$ cat config.mk
export PLATFORM = sky130hd
export DESIGN_NAME = data_sync_launch_flat
export DESIGN_NICKNAME = d
export VERILOG_FILES = /design/src/rtl/data_sync_launch_pkg.sv /design/src/rtl/data_sync_launch_if.sv /design/src/rtl/data_sync_launch_bit_sync.sv /design/src/rtl/data_sync_launch.sv /design/src/flat_wrapper.sv
export SDC_FILE = /design/constraint.sdc
export NUM_CORES = 1
export LEC_CHECK = 0
export ABC_AREA = 1
export CAP_MARGIN = 20
export CORE_MARGIN = 10
export CORE_UTILIZATION = 39
export DETAILED_ROUTE_END_ITERATION = 12
export PLACE_DENSITY = 0.7
export SYNTH_ARGS = -nofsm -noshare
export SYNTH_HDL_FRONTEND = slang
export SYNTH_HIERARCHICAL = 1
export SYNTH_SLANG_ARGS = --single-unit
$ cat constraint.sdc
create_clock -name CLK -period 1.6 [get_ports CLK]
set_clock_uncertainty 0.05 [all_clocks]
set_input_delay 0.16 -clock CLK [delete_from_list [all_inputs] [get_ports CLK]]
set_output_delay 0.16 -clock CLK [all_outputs]
set_load 0.02 [all_outputs]
$ cat src/rtl/data_sync_launch_pkg.sv
// Shared definitions for the source-side launch block of the multi-bit CDC path:
// FSM state encoding and the synchroniser depth default with its legal range.
package data_sync_launch_pkg;

   typedef enum logic [1:0] {
      IDLE     = 2'd0,
      LAUNCH   = 2'd1,
      WAIT_ACK = 2'd2
   } state_t;

   localparam int NUM_STAGES_DEFAULT = 2;
   localparam int NUM_STAGES_MIN     = 2;
   localparam int NUM_STAGES_MAX     = 4;

   function automatic bit num_stages_legal(input int n);
      return (n >= NUM_STAGES_MIN) && (n <= NUM_STAGES_MAX);
   endfunction

   // Out-of-range depths fall back to the default rather than building a broken chain.
   function automatic int num_stages_checked(input int n);
      return num_stages_legal(n) ? n : NUM_STAGES_DEFAULT;
   endfunction

endpackage

$ cat src/rtl/data_sync_launch_if.sv
// Source handshake plus the held bus / req / ack toggle wires crossing to the destination.
interface data_sync_launch_if #(
   parameter int BUS_WIDTH = 8
);
   logic [BUS_WIDTH-1:0] src_data;
   logic                 src_valid;
   logic                 src_ready;
   logic                 ack_toggle;
   logic [BUS_WIDTH-1:0] tx_bus;
   logic                 tx_req;

   modport master (
      input  src_data,
      input  src_valid,
      input  ack_toggle,
      output src_ready,
      output tx_bus,
      output tx_req
   );

   modport slave (
      output src_data,
      output src_valid,
      output ack_toggle,
      input  src_ready,
      input  tx_bus,
      input  tx_req
   );
endinterface

$ cat src/rtl/data_sync_launch_bit_sync.sv
// Single-bit multi-flop synchroniser with asynchronous active-low reset; also used
// for the req toggle on the destination side.
module bit_sync #(
   parameter int STAGES = 2
) (
   input  logic CLK,
   input  logic RST,
   input  logic d,
   output logic q
);
   logic [STAGES-1:0] sync_reg;

   generate
      for (genvar gi = 0; gi < STAGES; gi++) begin : g_stage
         if (gi == 0) begin : g_first
            always_ff @(posedge CLK or negedge RST) begin
               if (!RST) sync_reg[gi] <= 1'b0;
               else      sync_reg[gi] <= d;
            end
         end else begin : g_chain
            always_ff @(posedge CLK or negedge RST) begin
               if (!RST) sync_reg[gi] <= 1'b0;
               else      sync_reg[gi] <= sync_reg[gi-1];
            end
         end
      end
   endgenerate

   assign q = sync_reg[STAGES-1];
endmodule

$ cat src/rtl/data_sync_launch.sv
// Source-domain launcher: captures a word, holds it on tx_bus, flips tx_req one cycle
// later, then waits for the synchronised ack toggle to match before accepting again.
module data_sync_launch
   import data_sync_launch_pkg::*;
#(
   parameter int BUS_WIDTH  = 8,
   parameter int NUM_STAGES = NUM_STAGES_DEFAULT,
   parameter int CNT_WIDTH  = 16
) (
   input  logic                 CLK,
   input  logic                 RST,
   data_sync_launch_if.master   link,
   output logic                 busy,
   output logic [CNT_WIDTH-1:0] xfer_count
);
   localparam int SYNC_STAGES = num_stages_checked(NUM_STAGES);

   state_t               state_reg, state_next;
   logic [BUS_WIDTH-1:0] bus_reg, bus_next;
   logic                 req_reg, req_next;
   logic [CNT_WIDTH-1:0] count_reg, count_next;
   logic                 ack_sync;

   bit_sync #(
      .STAGES(SYNC_STAGES)
   ) u_ack_sync (
      .CLK (CLK),
      .RST (RST),
      .d   (link.ack_toggle),
      .q   (ack_sync)
   );

   always_ff @(posedge CLK or negedge RST) begin
      if (!RST) begin
         state_reg <= IDLE;
         bus_reg   <= '0;
         req_reg   <= 1'b0;
         count_reg <= '0;
      end else begin
         state_reg <= state_next;
         bus_reg   <= bus_next;
         req_reg   <= req_next;
         count_reg <= count_next;
      end
   end

   // The bus is loaded on the accept edge and req flips a cycle later, so the
   // destination never sees a req edge before the data has settled.
   always_comb begin
      state_next = state_reg;
      bus_next   = bus_reg;
      req_next   = req_reg;
      count_next = count_reg;
      case (state_reg)
         IDLE: begin
            if (link.src_valid) begin
               state_next = LAUNCH;
               bus_next   = link.src_data;
            end
         end
         LAUNCH: begin
            req_next   = ~req_reg;
            state_next = WAIT_ACK;
         end
         WAIT_ACK: begin
            if (ack_sync == req_reg) begin
               state_next = IDLE;
               count_next = count_reg + 1'b1;
            end
         end
         default: state_next = IDLE;
      endcase
   end

   assign link.src_ready = (state_reg == IDLE);
   assign link.tx_bus    = bus_reg;
   assign link.tx_req    = req_reg;
   assign busy           = (state_reg != IDLE);
   assign xfer_count     = count_reg;
endmodule

$ cat src/flat_wrapper.sv
// flat-port wrapper written by rule: the top's interface ports become plain ports
module data_sync_launch_flat import data_sync_launch_pkg::*;
#(
   parameter int BUS_WIDTH  = 8,
   parameter int NUM_STAGES = NUM_STAGES_DEFAULT,
   parameter int CNT_WIDTH  = 16
)
  (CLK, RST, busy, xfer_count, link_src_data, link_src_valid, link_ack_toggle, link_src_ready, link_tx_bus, link_tx_req);
  data_sync_launch_if #(.BUS_WIDTH(BUS_WIDTH)) link_i ();
  input  logic CLK;
  input  logic RST;
  output logic busy;
  output logic [CNT_WIDTH-1:0] xfer_count;
  input wire logic [$bits(link_i.src_data)-1:0] link_src_data;
  input wire logic [$bits(link_i.src_valid)-1:0] link_src_valid;
  input wire logic [$bits(link_i.ack_toggle)-1:0] link_ack_toggle;
  output wire logic [$bits(link_i.src_ready)-1:0] link_src_ready;
  output wire logic [$bits(link_i.tx_bus)-1:0] link_tx_bus;
  output wire logic [$bits(link_i.tx_req)-1:0] link_tx_req;
  assign link_i.src_data = link_src_data;
  assign link_i.src_valid = link_src_valid;
  assign link_i.ack_toggle = link_ack_toggle;
  assign link_src_ready = link_i.src_ready;
  assign link_tx_bus = link_i.tx_bus;
  assign link_tx_req = link_i.tx_req;
  data_sync_launch #(.BUS_WIDTH(BUS_WIDTH), .NUM_STAGES(NUM_STAGES), .CNT_WIDTH(CNT_WIDTH)) u_core (.CLK(CLK), .RST(RST), .link(link_i), .busy(busy), .xfer_count(xfer_count));
endmodule
# Yosys cells after proc, flatten, opt, wreduce, memory -nomap -nowiden
# Index checks and enable logic that the tools add are counted.
totals:
  out_inout_bits: 27
  in_bits: 12
  reg_bits: 29
  wordCells: 21
classes:
  n_mux: 3
  reduce_logical: 5
  eq_ne: 5
  add_sub_neg: 1
  bitwise_logic: 1
ops:
  columns: ["operator", "n"]
  rows:
  - ["16-bit by 1-bit adder with 16-bit output (second input constant)", 1]
  - ["2-bit case mux with 3 select lines", 1]
  - ["2-bit AND reduction", 3]
  - ["2-bit 2-to-1 mux", 2]
  - ["2-bit by 1-bit equality test with 1-bit output (second input constant)", 1]
  - ["2-bit equality test (second input constant)", 1]
  - ["2-bit zero test", 1]
  - ["2-bit by 1-bit inequality test with 1-bit output (second input constant)", 1]
  - ["2-bit inequality test (second input constant)", 1]
  - ["2-bit nonzero test", 1]
  - ["1-bit equality test", 1]
  - ["1-bit NOT", 1]

# Logic depth before layout (Yosys ltp)
# Gate-level depths: netlist of the first run.
logic_depth:
  ltp_word: 3
  depth_mapped: 9
  mapped_depth_nobuf: 9

# Cells and area by module
# Netlist of the first run, hierarchy kept.
by_module_without_submodules:
  columns: ["mod", "instances", "seq_area_each_um2", "cells_each", "area_per_inst_um2"]
  rows:
  - ["data_sync_launch", 1, 675.6, 175, 1362.6]
  - ["bit_sync", 1, 50.0, 2, 50.0]

# Worst setup path before layout of the first run
# OpenSTA, ideal clock, no wires.
synth_path:
  path_type: "reg2reg"
  from: "register u_core.count_reg[1], in the netlist u_core/xfer_count[1]"
  to: "register u_core.count_reg[14], in the netlist u_core/xfer_count[14]"
  required_ns: 1.430
  path_buffers: 0
  path_stages_with_launch: 7
  setup_slack_ns: 0.205
  period_less_slack_ns: 1.395
  setup_ns: 0.120
  arrival_ns: 1.224
  path_cell_list: "dfrtp_1 > ha_1 > nand3_1 > nor2_2 > nand3_2 > o21ai_1 > nand2_1"
synth_via:
  elab_chain_cells: 1
synth_lines:
  columns: ["item", "line", "rtl"]
  rows:
  - ["from (decl)", "data_sync_launch.sv:21", "logic [CNT_WIDTH-1:0] count_reg, count_next;"]
  - ["from (signal assigned)", "data_sync_launch.sv:43", "count_reg <= count_next;"]
  - ["16-bit by 1-bit adder with 16-bit output", "data_sync_launch.sv:68", "count_next = count_reg + 1'b1;"]
# Every way passes these cells.
# A chain may end at the register's enable or synchronous reset.

# Worst setup path after layout of the first run
layout_path:
  from: "register u_core.bus_reg[7], in the netlist u_core/link.tx_bus[7]"
  to: "output link_tx_bus[7]"
layout_rtl:
  columns: ["item", "line", "rtl"]
  rows:
  - ["from (decl)", "data_sync_launch.sv:19", "logic [BUS_WIDTH-1:0] bus_reg, bus_next;"]
  - ["from (signal assigned)", "data_sync_launch.sv:41", "bus_reg <= bus_next;"]
  - ["to (decl)", "flat_wrapper.sv:18", "output wire logic [$bits(link_i.tx_bus)-1:0] link_tx_bus;"]
# No word-level cell between the ends.

==> results of run 1 <==
==> logic make-up (layout without fill, tap and decap cells) <==
| group | after synthesis | after routing | share of synthesized area, % |
|---|---|---|---|
| flops | 29 | 29 | 51.4 |
| simple gates | 111 | 111 | 34.9 |
| xor+xnor | 8 | 8 | 4.96 |
| fa+ha+maj | 1 | 1 | 0.886 |
| buf+inv | 23 | 71 | 6.11 |
| compound gates | 5 | 5 | 1.77 |
==> cells in the mapped netlist <==
library cell	number
sky130_fd_sc_hd__nor3_1	1
sky130_fd_sc_hd__nor2_4	2
sky130_fd_sc_hd__nand3_1	5
sky130_fd_sc_hd__nand2_4	1
sky130_fd_sc_hd__inv_1	22
sky130_fd_sc_hd__nor2_1	18
sky130_fd_sc_hd__nand2_2	2
sky130_fd_sc_hd__o21ai_1	3
sky130_fd_sc_hd__nand2_1	69
sky130_fd_sc_hd__a21oi_1	1
sky130_fd_sc_hd__nand3b_1	1
sky130_fd_sc_hd__o21ai_0	1
sky130_fd_sc_hd__nand4_1	8
sky130_fd_sc_hd__nor2_2	1
sky130_fd_sc_hd__clkinv_1	1
sky130_fd_sc_hd__ha_1	1
sky130_fd_sc_hd__dfrtp_1	29
sky130_fd_sc_hd__or2_2	1
sky130_fd_sc_hd__xor2_1	8
sky130_fd_sc_hd__nand3_2	2
==> final cells by class <==
type	instances	area, um2	share of cell area [%]
Sequential cell	29	726	38.1
Multi-Input combinational cell	125	601	31.5
Timing Repair Buffer	40	383	20.1
Inverter	23	86.3	4.53
Tap cell	46	57.6	3.02
Clock buffer	6	41.3	2.17
Clock inverter	2	10.0	0.526
==> power by group through the flow <==
stage	combinational, uW	clock [uW]	sequential [uW]
final	1000	417	1050
after global routing	1100	477	1070
after CTS	1030	438	1050
after detailed placement	1080	0	1060
after global placement	1060	0	1050
after floorplan	372	0	1230
==> metrics by stage <==
stage,cell area [um2],power (uW),util [%],std cells
6_report,1900,2460,55.8,271
4_1_cts,1900,2520,55.5,271
3_3_place_gp,1870,2120,54.6,263
2_1_floorplan,1410,1610,-,177
3_5_place_dp,1870,2140,54.6,263
5_1_grt,1900,2650,55.8,271
==> final timing paths <==
kind	endpoint	slack (ns)	depth (start not counted)
max in group asynchronous	u_core/xfer_count[12]	1.07	2
min reg2reg	u_core/u_ack_sync/q	0.31	0
max	link_tx_bus[7]	0.07	1
max reg2reg	u_core/xfer_count[14]	0.18	6
min in group CLK	u_core/u_ack_sync/sync_reg[0]	0.21	1
min	u_core/xfer_count[3]	0.16	2
==> cell usage in the layout, fill, tap and decap left out, drive strengths merged <==
cell type	synthesis	routed
dfrtp	29	29
a21oi	1	1
xor2	8	8
dlygate4sd2	0	16
nand3b	1	1
nand2	72	72
nor3	1	1
ha	1	1
nand4	8	8
nor2	21	21
o21ai	4	4
clkdlybuf4s50	0	19
inv	22	22
buf	0	2
dlymetal6s2s	0	3
clkbuf	0	6
nand3	7	7
clkinv	1	3
or2	1	1
==> routing by layer <==
layer / global-route usage [%] / vias to the layer above
li1: - / 640
met1: 11.8 / 554
met2: 15.7 / 40
met3: 7.35 / 5
met4: 3.70 / 0
met5: 0 / -
==> results_dict.tcl, run 1 <==
set metrics [dict create \
    power.static_leakage_uw 0.00106 \
    ys_ff_latch 29 \
    nets 237 \
    drt-initial-drc-count 56 \
    crit_slowest_cell "sky130_fd_sc_hd__clkdlybuf4s50_1" \
    comb_power_share_pct 40.7 \
    top_post_synthesis_cells_by_area "sky130_fd_sc_hd__dfrtp_1 51%, sky130_fd_sc_hd__nand2_1 18%, sky130_fd_sc_hd__inv_1 5.8%, sky130_fd_sc_hd__xor2_1 5.0%, sky130_fd_sc_hd__nor2_1 4.8%" \
    synthDistinctLibCells 20 \
    routedWlPerCell_um 11.8 \
    remaining_design_rule_violation_count 0 \
    fill_cell_count 343 \
    min_path_type "in2async" \
    launch_instance_of_the_worst_register_to_register_path "u_core/xfer_count[1]" \
    wl_mm 3.19 \
    max-cap-violations 0 \
    element_type_at_the_critical_path_end "output port" \
    detailed_place_hpwl_mm 2.48 \
    required_ns 1.39 \
    clock_latency_ns 0.32 \
    seq_power_share_pct 42.4 \
    initial_utilization_pct 41.4 \
    clockBufferDepth 2 \
    finalSetupViolations 0 \
    worst_ir_drop_vdd_v 0.000666 \
    crit_family "buffers and inverters" \
    global_route_wire_length_before_repair_mm 5.44 \
    chipWidth_um 80.2 \
    dieArea_um2 6430 \
    fmax_mhz 655 \
    worst_slack_setup_final_ns 0.0728 \
    maxSlewHeadroom_pct 76.3 \
    crit_path_time_final_ns 1.53 \
    routed-wl-met3_um 358 \
    grt_start_max_net_pins 30 \
    cts_hold_buffers 0 \
    ctsResizeCount 16 \
    cts.reportedPaths.clkPinSlew_ns 0.09 \
    crit_arrival_ns 1.32 \
    dr_vias 1239 \
    power.density_cell_area_nw_per_um2 1290 \
    die_height_um 80.2 \
    ant_nets 0 \
    pre_cts_slack_ns 0.157 \
    finalHoldViolCount 0 \
    path_cells "clkdlybuf4s50_1" \
    switchingPower_uw 982 \
    worstSetupStartpoint "u_core/link.tx_bus[7]" \
    internal_power_uw 1480 \
    avgViaCountPerCell 4.57 \
    antenna_found_initial 0 \
    global_routing_usage_summed_across_all_routing_layers_pct 10.6 \
    floorplan.io_pins 39 \
    layout-drive-gt1-share_pct 8.00 \
    cts_buffers 5 \
    total_number_of_clock_tree_sinks 29 \
    dr.max_layer_used "met4" \
    setup_total_negative_slack_ns 0 \
    ys_warn_count 6 \
    cts_tree "built" \
    switching_part_of_the_total_pct 39.8 \
    synthesis_to_finish_area_growth_pct 34.8 \
    row_count 21 \
    coreArea_um2 3420 \
    cell_accounting_for_the_most_synthesized_area "sky130_fd_sc_hd__dfrtp_1" \
    ctsRootBufferMaster "sky130_fd_sc_hd__clkbuf_4" \
    grt_pass1_vias 1227 \
    syn_inst 177 \
    fin_crit_sh_pct 95.5 \
    avgSynthCellArea_um2 7.98 \
    drt_pass1_iterations 4 \
    worst_pin_slew_ns 0.355 \
    rsz0062_at_grt "no" \
    synth_top_cell_area_share_pct 51.4 \
    yosysSeqAreaShare_pct 51.4 \
    critical_path.max_stage_delay_ns 0.64 \
    numPortBuffers 38 \
    wirelength_met1_mm 1.39 \
    final_max_slew_viol_count 0 \
    worst-path-buf-inv 1 \
    met2WireLength_mm 1.40 \
    clkPwrFrac_pct 16.9 \
    cts_htree_levels 2 \
    gr-total-overflow 0 \
    holdWs_ns 0.159 \
    num_antenna_cells 0 \
    largest_register_ffs 16 \
    syn-num-nets 190 \
    routabilityCongestion 0.827 \
    crit_fanout 2 \
    path_class "reg2out" \
    syn_area_um2 1410 \
    status "completed" \
    crit_path_start_kind "flip-flop" \
    cts_setup_buffers 0 \
]
No activity file was read; power rests on OpenSTA's default activity.
==> inputs of run 2 (changes only) <==
--- a/config.mk
+++ b/config.mk
@@ -13,5 +13,4 @@
 export PLACE_DENSITY = 0.7
 export SYNTH_ARGS = -nofsm -noshare
 export SYNTH_HDL_FRONTEND = slang
-export SYNTH_HIERARCHICAL = 1
 export SYNTH_SLANG_ARGS = --single-unit
==> results_dict.tcl, run 2 <==
set metrics [dict create \
    clockBufferDepth 2 \
    most_common_cell_after_layout_fill_and_taps_aside "sky130_fd_sc_hd__nand2_1" \
    avgViaCountPerCell 4.48 \
    layout-drive-gt1-share_pct 10.1 \
    synthDistinctLibCells 20 \
    routedWlPerCell_um 11.4 \
    nets 230 \
    die_height_um 80.1 \
    seq_power_share_pct 40.9 \
    power.density_cell_area_nw_per_um2 1330 \
    detailed_place_hpwl_mm 2.30 \
    path_cells "clkdlybuf4s50_1" \
    setup_total_negative_slack_ns 0 \
    finalSetupViolations 0 \
    dieArea_um2 6420 \
    crit_fanout 3 \
    worst-path-buf-inv 1 \
    cts_buffers 5 \
    min_path_type "in2async" \
    remaining_design_rule_violation_count 0 \
    routabilityCongestion 0.829 \
    crit_family "buffers and inverters" \
    cts.reportedPaths.clkPinSlew_ns 0.09 \
    final_max_slew_viol_count 0 \
    largest_register_ffs 16 \
    coreArea_um2 3420 \
    synth_top_cell_area_share_pct 51.5 \
    crit_path_time_final_ns 1.53 \
    comb_power_share_pct 41.8 \
    synth-main-ff-cell "sky130_fd_sc_hd__dfrtp_1" \
    numPortBuffers 38 \
    yosysSeqAreaShare_pct 51.5 \
    synth-async-reset-ratio_pct 100 \
    worst_pin_slew_ns 0.351 \
    reg2reg_setup_slack_ns 0.17 \
    critical_path.max_stage_delay_ns 0.61 \
    floorplan.io_pins 39 \
    ys_ff_latch 29 \
    syn-num-nets 183 \
    rsz0062_at_grt "no" \
    stdcell_area_um2 1930 \
    row_count 21 \
    fmax_mhz 654 \
    synth_common_cells "76 x sky130_fd_sc_hd__nand2_1, 29 x sky130_fd_sc_hd__dfrtp_1, 20 x sky130_fd_sc_hd__inv_1, 7 x sky130_fd_sc_hd__nand3_1, 6 x sky130_fd_sc_hd__nand4_1" \
    max-cap-violations 0 \
    cts_setup_buffers 0 \
    num_antenna_cells 0 \
    global_route_wire_length_before_repair_mm 5.13 \
    dr_vias 1179 \
    chipWidth_um 80.1 \
    wl_mm 2.99 \
    fin_crit_sh_pct 95.6 \
    grt_pass1_vias 1202 \
    synthesis_to_finish_area_growth_pct 36.9 \
    ant_nets 0 \
    power.static_leakage_uw 0.00116 \
    cts_tree "built" \
    most_used_cells_in_the_layout_excluding_fill_and_tap_cells "76 x sky130_fd_sc_hd__nand2_1, 29 x sky130_fd_sc_hd__dfrtp_1, 21 x sky130_fd_sc_hd__clkdlybuf4s50_1, 20 x sky130_fd_sc_hd__inv_1, 9 x sky130_fd_sc_hd__dlygate4sd2_1" \
    synth_edf_count 0 \
    status "completed" \
    switching_part_of_the_total_pct 38.4 \
    crit_slowest_cell "sky130_fd_sc_hd__clkdlybuf4s50_1" \
    total_number_of_clock_tree_sinks 29 \
    drt_pass1_iterations 4 \
    maxSlewHeadroom_pct 76.6 \
    cts_htree_levels 2 \
    syn_area_um2 1410 \
    global_routing_usage_summed_across_all_routing_layers_pct 10.0 \
    initial_utilization_pct 41.2 \
    pre_cts_slack_ns 0.0907 \
    top_post_synthesis_cells_by_area "sky130_fd_sc_hd__dfrtp_1 52%, sky130_fd_sc_hd__nand2_1 20%, sky130_fd_sc_hd__inv_1 5.3%, sky130_fd_sc_hd__xor2_1 3.1%, sky130_fd_sc_hd__nand4_1 2.7%" \
    antenna_found_initial 0 \
    worst_ir_drop_vdd_v 0.000781 \
    switchingPower_uw 985 \
    synth_most_common_cell "sky130_fd_sc_hd__nand2_1" \
    grt_start_max_net_pins 30 \
    placed_area_um2 1860 \
    gr-total-overflow 0 \
    crit_path_start_kind "flip-flop" \
    required_ns 1.39 \
    avgSynthCellArea_um2 8.29 \
    syn_inst 170 \
    path_class "reg2out" \
    drt-initial-drc-count 74 \
    finalHoldViolCount 0 \
    cts_hold_buffers 0 \
    worst_slack_setup_final_ns 0.0701 \
    crit_arrival_ns 1.32 \
    ctsRootBufferMaster "sky130_fd_sc_hd__clkbuf_4" \
    element_type_at_the_critical_path_end "output port" \
    cell_accounting_for_the_most_synthesized_area "sky130_fd_sc_hd__dfrtp_1" \
    clkPwrFrac_pct 17.3 \
    clock_latency_ns 0.32 \
    internal_power_uw 1580 \
    ys_warn_count 0 \
]
## run 2: cell types whose count changed in the layout (fill, tap and decap cells not counted), moves of 3 or more
| cell | previous run | this run |
|---|---|---|
| sky130_fd_sc_hd__xor2_1 | 8 | 5 |
| sky130_fd_sc_hd__o21ai_1 | 3 | 0 |
| sky130_fd_sc_hd__inv_2 | 0 | 3 |
| sky130_fd_sc_hd__nor2_1 | 18 | 4 |
| sky130_fd_sc_hd__dlygate4sd2_1 | 16 | 9 |
| sky130_fd_sc_hd__dlymetal6s2s_1 | 3 | 8 |
| sky130_fd_sc_hd__nand2_1 | 69 | 76 |
## run 2: layer usage
| layer | global-route usage [%] | share of wire (%) |
|---|---|---|
| met5 | 0 | 0 |
| met4 | 4.75 | 1.6 |
| met3 | 5.57 | 11 |
| met2 | 15.2 | 43 |
| met1 | 11.1 | 45 |
## run 2: worst paths after layout
kind                                                     from                             to  depth (start not counted)
worst max-delay path                    u_core.xfer_count[15]                 xfer_count[15]                          1
worst min-delay path                                      RST           u_core.xfer_count[7]                          2
worst max register to register           u_core.xfer_count[0]          u_core.xfer_count[14]                          8
worst min register to register  u_core.u_ack_sync.sync_reg[0]            u_core.u_ack_sync.q                          0
max in group asynchronous                                 RST  u_core.u_ack_sync.sync_reg[0]                          2
min in group CLK                              link_ack_toggle  u_core.u_ack_sync.sync_reg[0]                          1
## run 2: power by group through the flow
stage,Clock [uW],Combinational (uW),Sequential (uW)
2_1_floorplan,0,408,1250
3_3_place_gp,0,1120,1060
3_5_place_dp,0,1120,1060
4_1_cts,459,1110,1050
5_1_grt,492,1190,1080
6_report,444,1070,1050
## run 2: cell families after synthesis
family | after synthesis | share of synthesized area, %
buf+inv | 24 | 6.39
compound gates | 1 | 0.355
simple gates | 108 | 36.5
fa+ha+maj | 1 | 0.888
flops | 29 | 51.5
xor+xnor | 7 | 4.35
## run 2: cell type report
cell class / count / area, um2
inverters: 24 / 90.1
clock buffers: 7 / 55.1
flip-flops and latches: 29 / 726
well taps: 46 / 57.6
repair buffers: 40 / 404
multi-input cells: 117 / 596
fillers: 323 / 1490
## run 2: repair_timing
action,in CTS,in global routing
endpoints found under the setup margin,9,9
pin swaps,0,1
resized for setup,10,8
## run 2: per-stage QoR
| stage | total power [uW] | hold slack [ns] | utilization [%] | std cells |
|---|---|---|---|---|
| finish | 2570 | 0.168 | 56.4 | 263 |
| global route | 2760 | 0.211 | 56.4 | 263 |
| CTS | 2620 | 0.178 | 55.9 | 263 |
| detailed placement | 2180 | 0.294 | 54.5 | 256 |
| global placement | 2180 | 0.282 | 54.5 | 256 |
| floorplan | 1660 | -0.186 | - | 170 |
==> inputs of run 3 (changes only) <==
--- a/config.mk
+++ b/config.mk
@@ -7,7 +7,7 @@
 export LEC_CHECK = 0
 export ABC_AREA = 1
 export CAP_MARGIN = 20
-export CORE_MARGIN = 10
+export CORE_MARGIN = 2
 export CORE_UTILIZATION = 39
 export DETAILED_ROUTE_END_ITERATION = 12
 export PLACE_DENSITY = 0.7
==> results_dict.tcl, run 3 (synthesized netlist as in run 2, its figures left out) <==
set metrics [dict create \
    grt_start_max_net_pins 30 \
    largest_register_ffs 16 \
    clockBufferDepth 2 \
    power.static_leakage_uw 0.00115 \
    launch_instance_of_the_worst_register_to_register_path "u_core.xfer_count[0]" \
    final_max_slew_viol_count 0 \
    fin_crit_sh_pct 96.6 \
    antenna_found_initial 0 \
    floorplan.io_pins 39 \
    max-cap-violations 0 \
    cts.reportedPaths.clkPinSlew_ns 0.09 \
    layout-drive-gt1-share_pct 11.0 \
    status "completed" \
    cts_tree "built" \
    detailed_place_hpwl_mm 2.01 \
    grt_pass1_vias 1150 \
    global_route_wire_length_before_repair_mm 4.82 \
    min_path_type "in2async" \
    maxSlewHeadroom_pct 75.5 \
    ant_nets 0 \
    cts_buffers 5 \
    multi_input_area_um2 596 \
    crit_family "buffers and inverters" \
    initial_utilization_pct 41.2 \
    stdcell_area_um2 1960 \
    crit_slowest_cell "sky130_fd_sc_hd__clkdlybuf4s50_1" \
    fill_cell_count 315 \
    required_ns 1.39 \
    row_count 21 \
    crit_path_start_kind "flip-flop" \
    power.density_cell_area_nw_per_um2 1410 \
    element_type_at_the_critical_path_end "output port" \
    worst_pin_slew_ns 0.367 \
    critical_path.max_stage_delay_ns 0.63 \
    crit_fanout 2 \
    rsz0062_at_grt "no" \
    avgViaCountPerCell 4.46 \
    gr-total-overflow 0 \
    synthesis_to_finish_area_growth_pct 39.1 \
    worst-path-buf-inv 1 \
    chipWidth_um 64.1 \
    routedWlPerCell_um 10.7 \
    crit_arrival_ns 1.34 \
    nets 231 \
    reg2reg_setup_slack_ns 0.16 \
    remaining_design_rule_violation_count 0 \
    fmax_mhz 647 \
    cts_hold_buffers 0 \
    finalHoldViolCount 0 \
    worst_ir_drop_vdd_v 0.000753 \
    timing.reg2reg.worst_path_depth 8 \
    timing.rr.end "u_core.xfer_count[14]" \
    dr_vias 1182 \
    wl_mm 2.84 \
    placed_area_um2 1850 \
    numPortBuffers 38 \
    drt_pass1_iterations 6 \
    num_antenna_cells 0 \
    cts_htree_levels 2 \
    dieArea_um2 4110 \
    clock_latency_ns 0.33 \
    coreArea_um2 3420 \
    ctsRootBufferMaster "sky130_fd_sc_hd__clkbuf_4" \
    routabilityCongestion 0.846 \
    finalSetupViolations 0 \
    setup_total_negative_slack_ns 0 \
    area.sequential_um2 726 \
    most_used_cells_in_the_layout_excluding_fill_and_tap_cells "76 x sky130_fd_sc_hd__nand2_1, 29 x sky130_fd_sc_hd__dfrtp_1, 22 x sky130_fd_sc_hd__clkdlybuf4s50_1, 20 x sky130_fd_sc_hd__inv_1, 10 x sky130_fd_sc_hd__dlygate4sd2_1" \
    die_height_um 64.1 \
    crit_path_time_final_ns 1.55 \
    total_number_of_clock_tree_sinks 29 \
    path_cells "clkdlybuf4s50_1" \
    most_common_cell_after_layout_fill_and_taps_aside "sky130_fd_sc_hd__nand2_1" \
    drt-initial-drc-count 64 \
    path_class "reg2out" \
    global_routing_usage_summed_across_all_routing_layers_pct 15.3 \
]
[run 3: changes by cell type in the layout (fill, tap and decap cells not counted), sizes merged]
cell	previous run	this run
buf	2	3
bufinv	0	1
clkdlybuf4s50	21	22
dlygate4sd2	9	10
dlymetal6s2s	8	6
[run 3: where the power goes]
| group | internal (uW) | leakage, uW | total, uW | switching [uW] |
|---|---|---|---|---|
| clock network | 373 | 0.0000455 | 630 | 258 |
| registers | 914 | 0.000377 | 1050 | 137 |
| logic | 469 | 0.000731 | 1080 | 615 |
| total | 1760 | 0.00115 | 2770 | 1010 |
[run 3: layout make-up]
type	instances	share of cell area [%]
repair buffers	41	20.7
flip-flops and latches	29	37.0
well taps	46	2.94
clock inverters	1	1.53
clock buffers	7	2.81
inverters	24	4.60
multi-input cells	117	30.4
[run 3: worst max-delay path by stage]
stage,end,cells after the start,startpoint,slack (ns)
final,link_tx_bus[6],1,u_core.link.tx_bus[6],0.05
after global routing,link_tx_bus[6],1,u_core.link.tx_bus[6],0.0009
after CTS,xfer_count[12],1,u_core.xfer_count[12],0.002
after detailed placement,link_src_ready,2,u_core.state_reg[0],0.12
after global placement,link_src_ready,2,u_core.state_reg[0],0.14
after floorplan,u_core.xfer_count[10],8,u_core.xfer_count[0],0.11
[run 3: layer usage]
| metal | GRT usage (%) | routed length [um] | part of all wire [%] |
|---|---|---|---|
| met5 | 0 | 0 | 0 |
| met4 | 7.18 | 55 | 1.9 |
| met3 | 6.51 | 275 | 9.7 |
| met2 | 23.8 | 1210 | 42 |
| met1 | 18.2 | 1300 | 46 |
[run 3: metrics by stage]
stage	cells	power (uW)	hold WS, ns	setup slack, ns	utilization, %
finish	265	2770	0.156	0.0541	57.4
global route	265	2940	0.187	0.000887	57.4
CTS	263	2770	0.166	0.00226	56.5
detailed placement	255	2160	0.292	0.118	54.3
global placement	255	2150	0.283	0.138	54.3
floorplan	170	1660	-0.186	0.105	-
[run 3: timing repair]
item	in CTS	in global routing
setup endpoints to repair	10	8
pin swaps	0	1
resized for setup	11	6
setup buffers	0	2
cloned	0	0
